$ cat src/rtl/lc3_io_controller.sv
// LC-3 memory-mapped I/O controller: keyboard FIFO plus display handshake.
// It decodes KBSR, KBDR, DSR and DDR on the MAR/MDR path. Read data is
// combinational; every register updates on the rising edge of clk.
// Ports:
//   clk, reset            - clock and synchronous active-high reset
//   MAROut, MDROut        - address and write data from the core
//   memWE, ioRead         - core write and read strobes
//   ioSel, ioDataOut      - I/O page hit and read data, both combinational
//   kbData/kbValid/kbReady     - keyboard character input
//   dispData/dispValid/dispReady - display character output
//   intReq                - keyboard interrupt request
module lc3_io_controller #(
    parameter int unsigned KB_DEPTH  = 4,
    parameter logic [15:0] KBSR_ADDR = 16'hFE00,
    parameter logic [15:0] KBDR_ADDR = 16'hFE02,
    parameter logic [15:0] DSR_ADDR  = 16'hFE04,
    parameter logic [15:0] DDR_ADDR  = 16'hFE06
) (
    input  logic        clk,
    input  logic        reset,
    input  logic [15:0] MAROut,
    input  logic [15:0] MDROut,
    input  logic        memWE,
    input  logic        ioRead,
    output logic        ioSel,
    output logic [15:0] ioDataOut,
    input  logic [7:0]  kbData,
    input  logic        kbValid,
    output logic        kbReady,
    output logic [7:0]  dispData,
    output logic        dispValid,
    input  logic        dispReady,
    output logic        intReq
);

    localparam int unsigned PTR_W = (KB_DEPTH > 1) ? $clog2(KB_DEPTH) : 1;
    localparam int unsigned CNT_W = PTR_W + 1;

    logic [7:0]       kbMem [KB_DEPTH];
    logic [PTR_W-1:0] rdPtr;
    logic [PTR_W-1:0] wrPtr;
    logic [CNT_W-1:0] kbCount;
    logic             kbIe;
    logic [7:0]       kbdrHold;
    logic [7:0]       dispBuf;
    logic             overrun;

    logic hitKbsr, hitKbdr, hitDsr, hitDdr;
    logic kbEmpty, kbPush, kbPop;
    logic wrKbsr, wrDsr, wrDdr, dispXfer;

    // Address decode
    assign hitKbsr = (MAROut == KBSR_ADDR);
    assign hitKbdr = (MAROut == KBDR_ADDR);
    assign hitDsr  = (MAROut == DSR_ADDR);
    assign hitDdr  = (MAROut == DDR_ADDR);
    assign ioSel   = hitKbsr | hitKbdr | hitDsr | hitDdr;

    // kbReady comes from the registered count, so a pop in a full cycle
    // cannot open a slot for a push in that same cycle.
    assign kbEmpty  = (kbCount == '0);
    assign kbReady  = (kbCount != CNT_W'(KB_DEPTH));
    assign kbPush   = kbValid & kbReady;
    assign kbPop    = ioRead & hitKbdr & ~kbEmpty;

    assign wrKbsr   = memWE & hitKbsr;
    assign wrDsr    = memWE & hitDsr;
    assign wrDdr    = memWE & hitDdr;
    assign dispXfer = dispValid & dispReady;

    assign intReq   = kbIe & ~kbEmpty;
    assign dispData = dispBuf;

    // Read data mux; zero outside the I/O page
    always_comb begin
        ioDataOut = 16'h0000;
        if (hitKbsr) begin
            ioDataOut = {~kbEmpty, kbIe, 14'b0};
        end else if (hitKbdr) begin
            ioDataOut = kbEmpty ? {8'h00, kbdrHold} : {8'h00, kbMem[rdPtr]};
        end else if (hitDsr) begin
            ioDataOut = {~dispValid, 14'b0, overrun};
        end else if (hitDdr) begin
            ioDataOut = {8'h00, dispBuf};
        end
    end

    // FIFO storage; contents need no reset since count gates every read
    always_ff @(posedge clk) begin
        if (kbPush) begin
            kbMem[wrPtr] <= kbData;
        end
    end

    // Keyboard FIFO pointers, count, interrupt enable and hold register
    always_ff @(posedge clk) begin
        if (reset) begin
            rdPtr    <= '0;
            wrPtr    <= '0;
            kbCount  <= '0;
            kbIe     <= 1'b0;
            kbdrHold <= 8'h00;
        end else begin
            if (kbPush) begin
                wrPtr <= wrPtr + 1'b1;
            end
            if (kbPop) begin
                rdPtr    <= rdPtr + 1'b1;
                kbdrHold <= kbMem[rdPtr];
            end
            case ({kbPush, kbPop})
                2'b10:   kbCount <= kbCount + CNT_W'(1);
                2'b01:   kbCount <= kbCount - CNT_W'(1);
                default: kbCount <= kbCount;
            endcase
            if (wrKbsr) begin
                kbIe <= MDROut[14];
            end
        end
    end

    // Display buffer, handshake and sticky overrun flag
    always_ff @(posedge clk) begin
        if (reset) begin
            dispBuf   <= 8'h00;
            dispValid <= 1'b0;
            overrun   <= 1'b0;
        end else begin
            // A store while a character is still pending is dropped and flagged,
            // even if that character completes its transfer on this edge.
            if (wrDdr && dispValid) begin
                overrun <= 1'b1;
            end else if (wrDsr && MDROut[0]) begin
                overrun <= 1'b0;
            end
            if (wrDdr && !dispValid) begin
                dispBuf   <= MDROut[7:0];
                dispValid <= 1'b1;
            end else if (dispXfer) begin
                dispValid <= 1'b0;
            end
        end
    end

endmodule

$ cat config.mk
export PLATFORM = sky130hd
export DESIGN_NAME = lc3_io_controller
export DESIGN_NICKNAME = d
export VERILOG_FILES = /design/src/rtl/lc3_io_controller.sv
export SDC_FILE = /design/constraint.sdc
export NUM_CORES = 1
export LEC_CHECK = 0
export BUFFER_PORTS_ARGS = -buffer_cell sky130_fd_sc_hd__buf_2
export CAP_MARGIN = 20
export CORE_ASPECT_RATIO = 0.6
export CORE_MARGIN = 2
export CORE_UTILIZATION = 50
export DETAILED_ROUTE_END_ITERATION = 16
export HOLD_SLACK_MARGIN = 0.08
export PLACE_DENSITY = 0.88
export SLEW_MARGIN = 0
export SYNTH_ARGS = -nofsm -noshare
export SYNTH_HDL_FRONTEND = slang
export SYNTH_SLANG_ARGS = --single-unit
$ cat constraint.sdc
create_clock -name clk -period 2.9 [get_ports clk]
set_input_delay 0 -clock clk [delete_from_list [all_inputs] [get_ports clk]]
set_output_delay 0 -clock clk [all_outputs]
set_load 0.1 [all_outputs]
==> results.md <==
- Input and output buffers added on the ports amount to 60.
- The final net count is 369.
- The number of CTS-inserted buffers is 9.
- The count of unresolved DRC violations after routing is 0.
- The layout cell share with drive strength beyond 1 is 0.289.
- Of all flip-flops after synthesis, the portion carrying an async set or reset was 0.
- The clock tree root driver cell is clkbuf_8.
- The netlist area before placement is 2750 um2.
- The floorplan step set the die width to 99.7 um.
- The path type of the worst setup path is register to register.
- The routed via count is 2,209.
- The worst setup slack for register-to-register paths is 0.42 ns.
- The total count of hold-check failures in the final report came to 0.
- The measured slew at the worst slew-check pin is 0.776 ns.
- The first global-routing pass estimated 10.2 mm of wire.
- The aggregate negative setup slack is 0 ns.
- The multi-input combinational cell area is 1120 um2.
- The clock transition at the registers of the reported paths is 0.07 ns.
- Clock skew on the completed layout was measured at 0.0113 ns.
- The die is 61.4 um tall.
- Static timing analysis puts the maximum clock frequency at 0.403 GHz.
- In the final routed layout, each cell accounts on average for 17.2 um.
- The design area is 3490 um2.
- Summing all placed instances gives a cell area of 3080 um2.
- In this run, the number of DRC markers left after iteration 0 of detailed routing was 138.
- The area growth from synthesis to final layout is 27.1%.
- For this run, the detailed router's first-pass iteration total came to 4.
- Clock latency on the worst-skew pair, taken at its later pin, is 0.35 ns.
- The share of the Yosys chip area taken by registers is 0.554.
- The total overflow left after global routing is 0.
- Of the total power, the share spent switching nets is 0.255.
- For this configuration, the core starts out at a cell density of 0.530.
- The mean cell area of the mapped netlist is 11.7 um2.
- The top fanout value on the critical path is 6.
- The number of nets with antenna violations after detailed routing is 0.
- The placed wire-length estimate is 4.75 mm.
- Power spread over the standard cell area amounts to 535 nW/um2.
- The clock period could shrink to 2.48 ns.
- For the worst setup path, the data required time is 3.17 ns.
- The share of total power dissipated in the clock network is 0.403.
- Post-CTS timing repair inserted 0 buffers for setup.
- The number of flip-flops and latches in the synthesized netlist is 60.
- The overall power after layout is 1.87 mW.
- The data arrival time at the worst-slack endpoint is 2.75 ns.
- The smallest setup slack after layout is 0.416 ns.
- The count of flip-flops with a built-in enable after synthesis is 32.
- The part of the power in registers is 0.500.
- In the finished design, the share of the clock period the worst path needs comes to 0.857.
- Hold repair after CTS inserted 21 buffers.
- Yosys printed 0 warnings.
- The layout has 387 filler cells.
- The final RePlAce weighted congestion is 0.798.
- The average vias per placed instance is 5.69.
- STA classifies the critical path startpoint as a register.
- OpenSTA, run right after detailed placement, puts the worst setup slack at 0.451 ns.
- The class of the worst hold path is primary input to register.
- The library cells used most frequently in the layout, excluding fill and tap cells, are 60 x buf_2, 32 x edfxtp_1, 28 x dfxtp_1, 25 x a21oi_1, 21 x dlygate4sd3_1.
- The worst-case vdd ir drop is 365 uV.
- The most common cell after layout, fill and taps aside is buf_2.
- The flow ran to the end, and the final reports show no timing, DRC or antenna violations.
- The via count of the first global-routing pass is 2,109.
- The largest net degree at the start of global routing is 28.
- In this run, post-CTS repair resized a total of 0 instances.
- The switching power is 477 uW.
- The number of distinct library cells after synthesis is 42.
- The share of total power dissipated in combinational logic is 0.097.
- The global routing usage summed across all routing layers is 0.229.
- The headroom to the max-slew limit is 0.475.
- The maximum buffer depth of the clock tree is 2.
- The instance count of the mapped netlist is 234.
- The floorplan has 20 rows.
- The TritonCTS clock tree is yes.
- The max-slew violation total from the final report is 0.
- The internal power of the cells totals 1.39 mW.
- The tool flagged a number of max-cap violations equal to 0.
- The initial antenna violation count is 0.
- The number of H-tree levels is 3.
- Setup repair after global routing left no endpoint under its margin.
- Setup violations remaining at the end of the flow were counted as 0.
- STA classifies the critical path endpoint as a register.
- The leakage dissipation is 1.33 nW.
- The most used flip-flop cell after synthesis is edfxtp_1.
- The routed design has 6.68 mm of wire.
- For this design, the sink count on the clock tree is 60.
- Registers take 1520 um2.
- The number of ports placed on the die boundary is 74.
- The standard cell core area is 5180 um2.
- 0 antenna diodes ended up in the layout.
- The die covers 6120 um2.
## critical path, stage by stage, from the launching register on
cell and delay, ns:
dfxtp_1 0.39, or3b_1 0.44, and2_1 0.23, inv_1 0.08, ha_1 0.18, inv_1 0.06, fa_1 0.37, xor2_1 0.16
or3_1 0.32, a21oi_1 0.18
## cell type report
type	count	area share
inverters	10	0.0107
multi-input cells	152	0.321
repair buffers	84	0.153
flip-flops and latches	60	0.436
clock buffers	9	0.0355
clock inverters	7	0.0215
well taps	66	0.0236
## metal layers
layer	global-route usage	share of wire	wire, um	up-vias
met3	0.0738	0.066	438	11
li1	-	-	-	1039
met5	0	0	0	-
met4	0.0920	0.020	131	0
met2	0.370	0.47	3120	89
met1	0.296	0.45	2990	1070
## cell usage after synthesis, types with 2 or more instances
| cell type | count | area, um2 |
|---|---|---|
| mux4_2 | 8 | 180 |
| o21ai_0 | 20 | 100 |
| and4b_1 | 3 | 30.0 |
| nand2_1 | 4 | 15.0 |
| edfxtp_1 | 32 | 961 |
| buf_4 | 6 | 45.0 |
| a21oi_1 | 25 | 125 |
| clkbuf_1 | 10 | 37.5 |
| a221o_1 | 7 | 70.1 |
| and3_1 | 5 | 31.3 |
| xor2_1 | 2 | 17.5 |
| inv_1 | 10 | 37.5 |
| nand4_1 | 3 | 18.8 |
| nor2_1 | 10 | 37.5 |
| nand3_1 | 19 | 95.1 |
| dfxtp_1 | 28 | 561 |
| ha_1 | 5 | 62.6 |
| and2_1 | 10 | 62.6 |
| nor2b_1 | 2 | 12.5 |
| nand4b_1 | 2 | 17.5 |
| o31ai_1 | 2 | 15.0 |
## metrics by stage
stage,hold WS (ns),std cells,util
floorplan,0.0989,239,-
global placement,0.218,351,0.595
detailed placement,0.224,351,0.595
CTS,0.0923,388,0.674
global route,0.139,388,0.674
finish,0.107,388,0.674
## final timing paths
kind	from	endpoint	cells after the start
setup / recovery	kbCount[2]$_SDFFE_PP0P_	kbCount[2]$_SDFFE_PP0P_	9
hold / removal	reset	dispValid$_SDFFE_PP0P_	2
setup reg to reg	kbCount[2]$_SDFFE_PP0P_	kbCount[2]$_SDFFE_PP0P_	9
hold reg to reg	kbdrHold[6]$_SDFFE_PP0P_	kbdrHold[6]$_SDFFE_PP0P_	2
## flip-flops by register name, summed over array words and instances, names as in the netlist, named ones only
signal,flops
kbIe,1
kbMem,32
rdPtr,2
kbCount,3
kbdrHold,8
wrPtr,2
dispValid,1
dispData,8
overrun,1
## kinds of logic (layout without fill, tap and decap cells)
logic type,Yosys count,after routing,synth area share
multiplexers,9,9,0.0692
flip-flops,60,60,0.554
adder cells (fa/ha/maj),6,6,0.0301
AO/OA/AOI/OAI,56,56,0.118
AND/OR/NAND/NOR,72,72,0.172
other,1,6,0.00136
XOR/XNOR,3,3,0.00956
buffers and inverters,27,110,0.0455
## power by group through the flow
stage | Sequential, mW | Combinational (mW) | Clock (mW)
floorplan | 0.949 | 0.105 | 0
global placement | 0.951 | 0.153 | 0
detailed placement | 0.953 | 0.159 | 0
CTS | 0.934 | 0.180 | 0.768
global route | 0.935 | 0.193 | 0.796
finish | 0.934 | 0.180 | 0.754
Note: power is estimated with default switching activity, not from simulation.
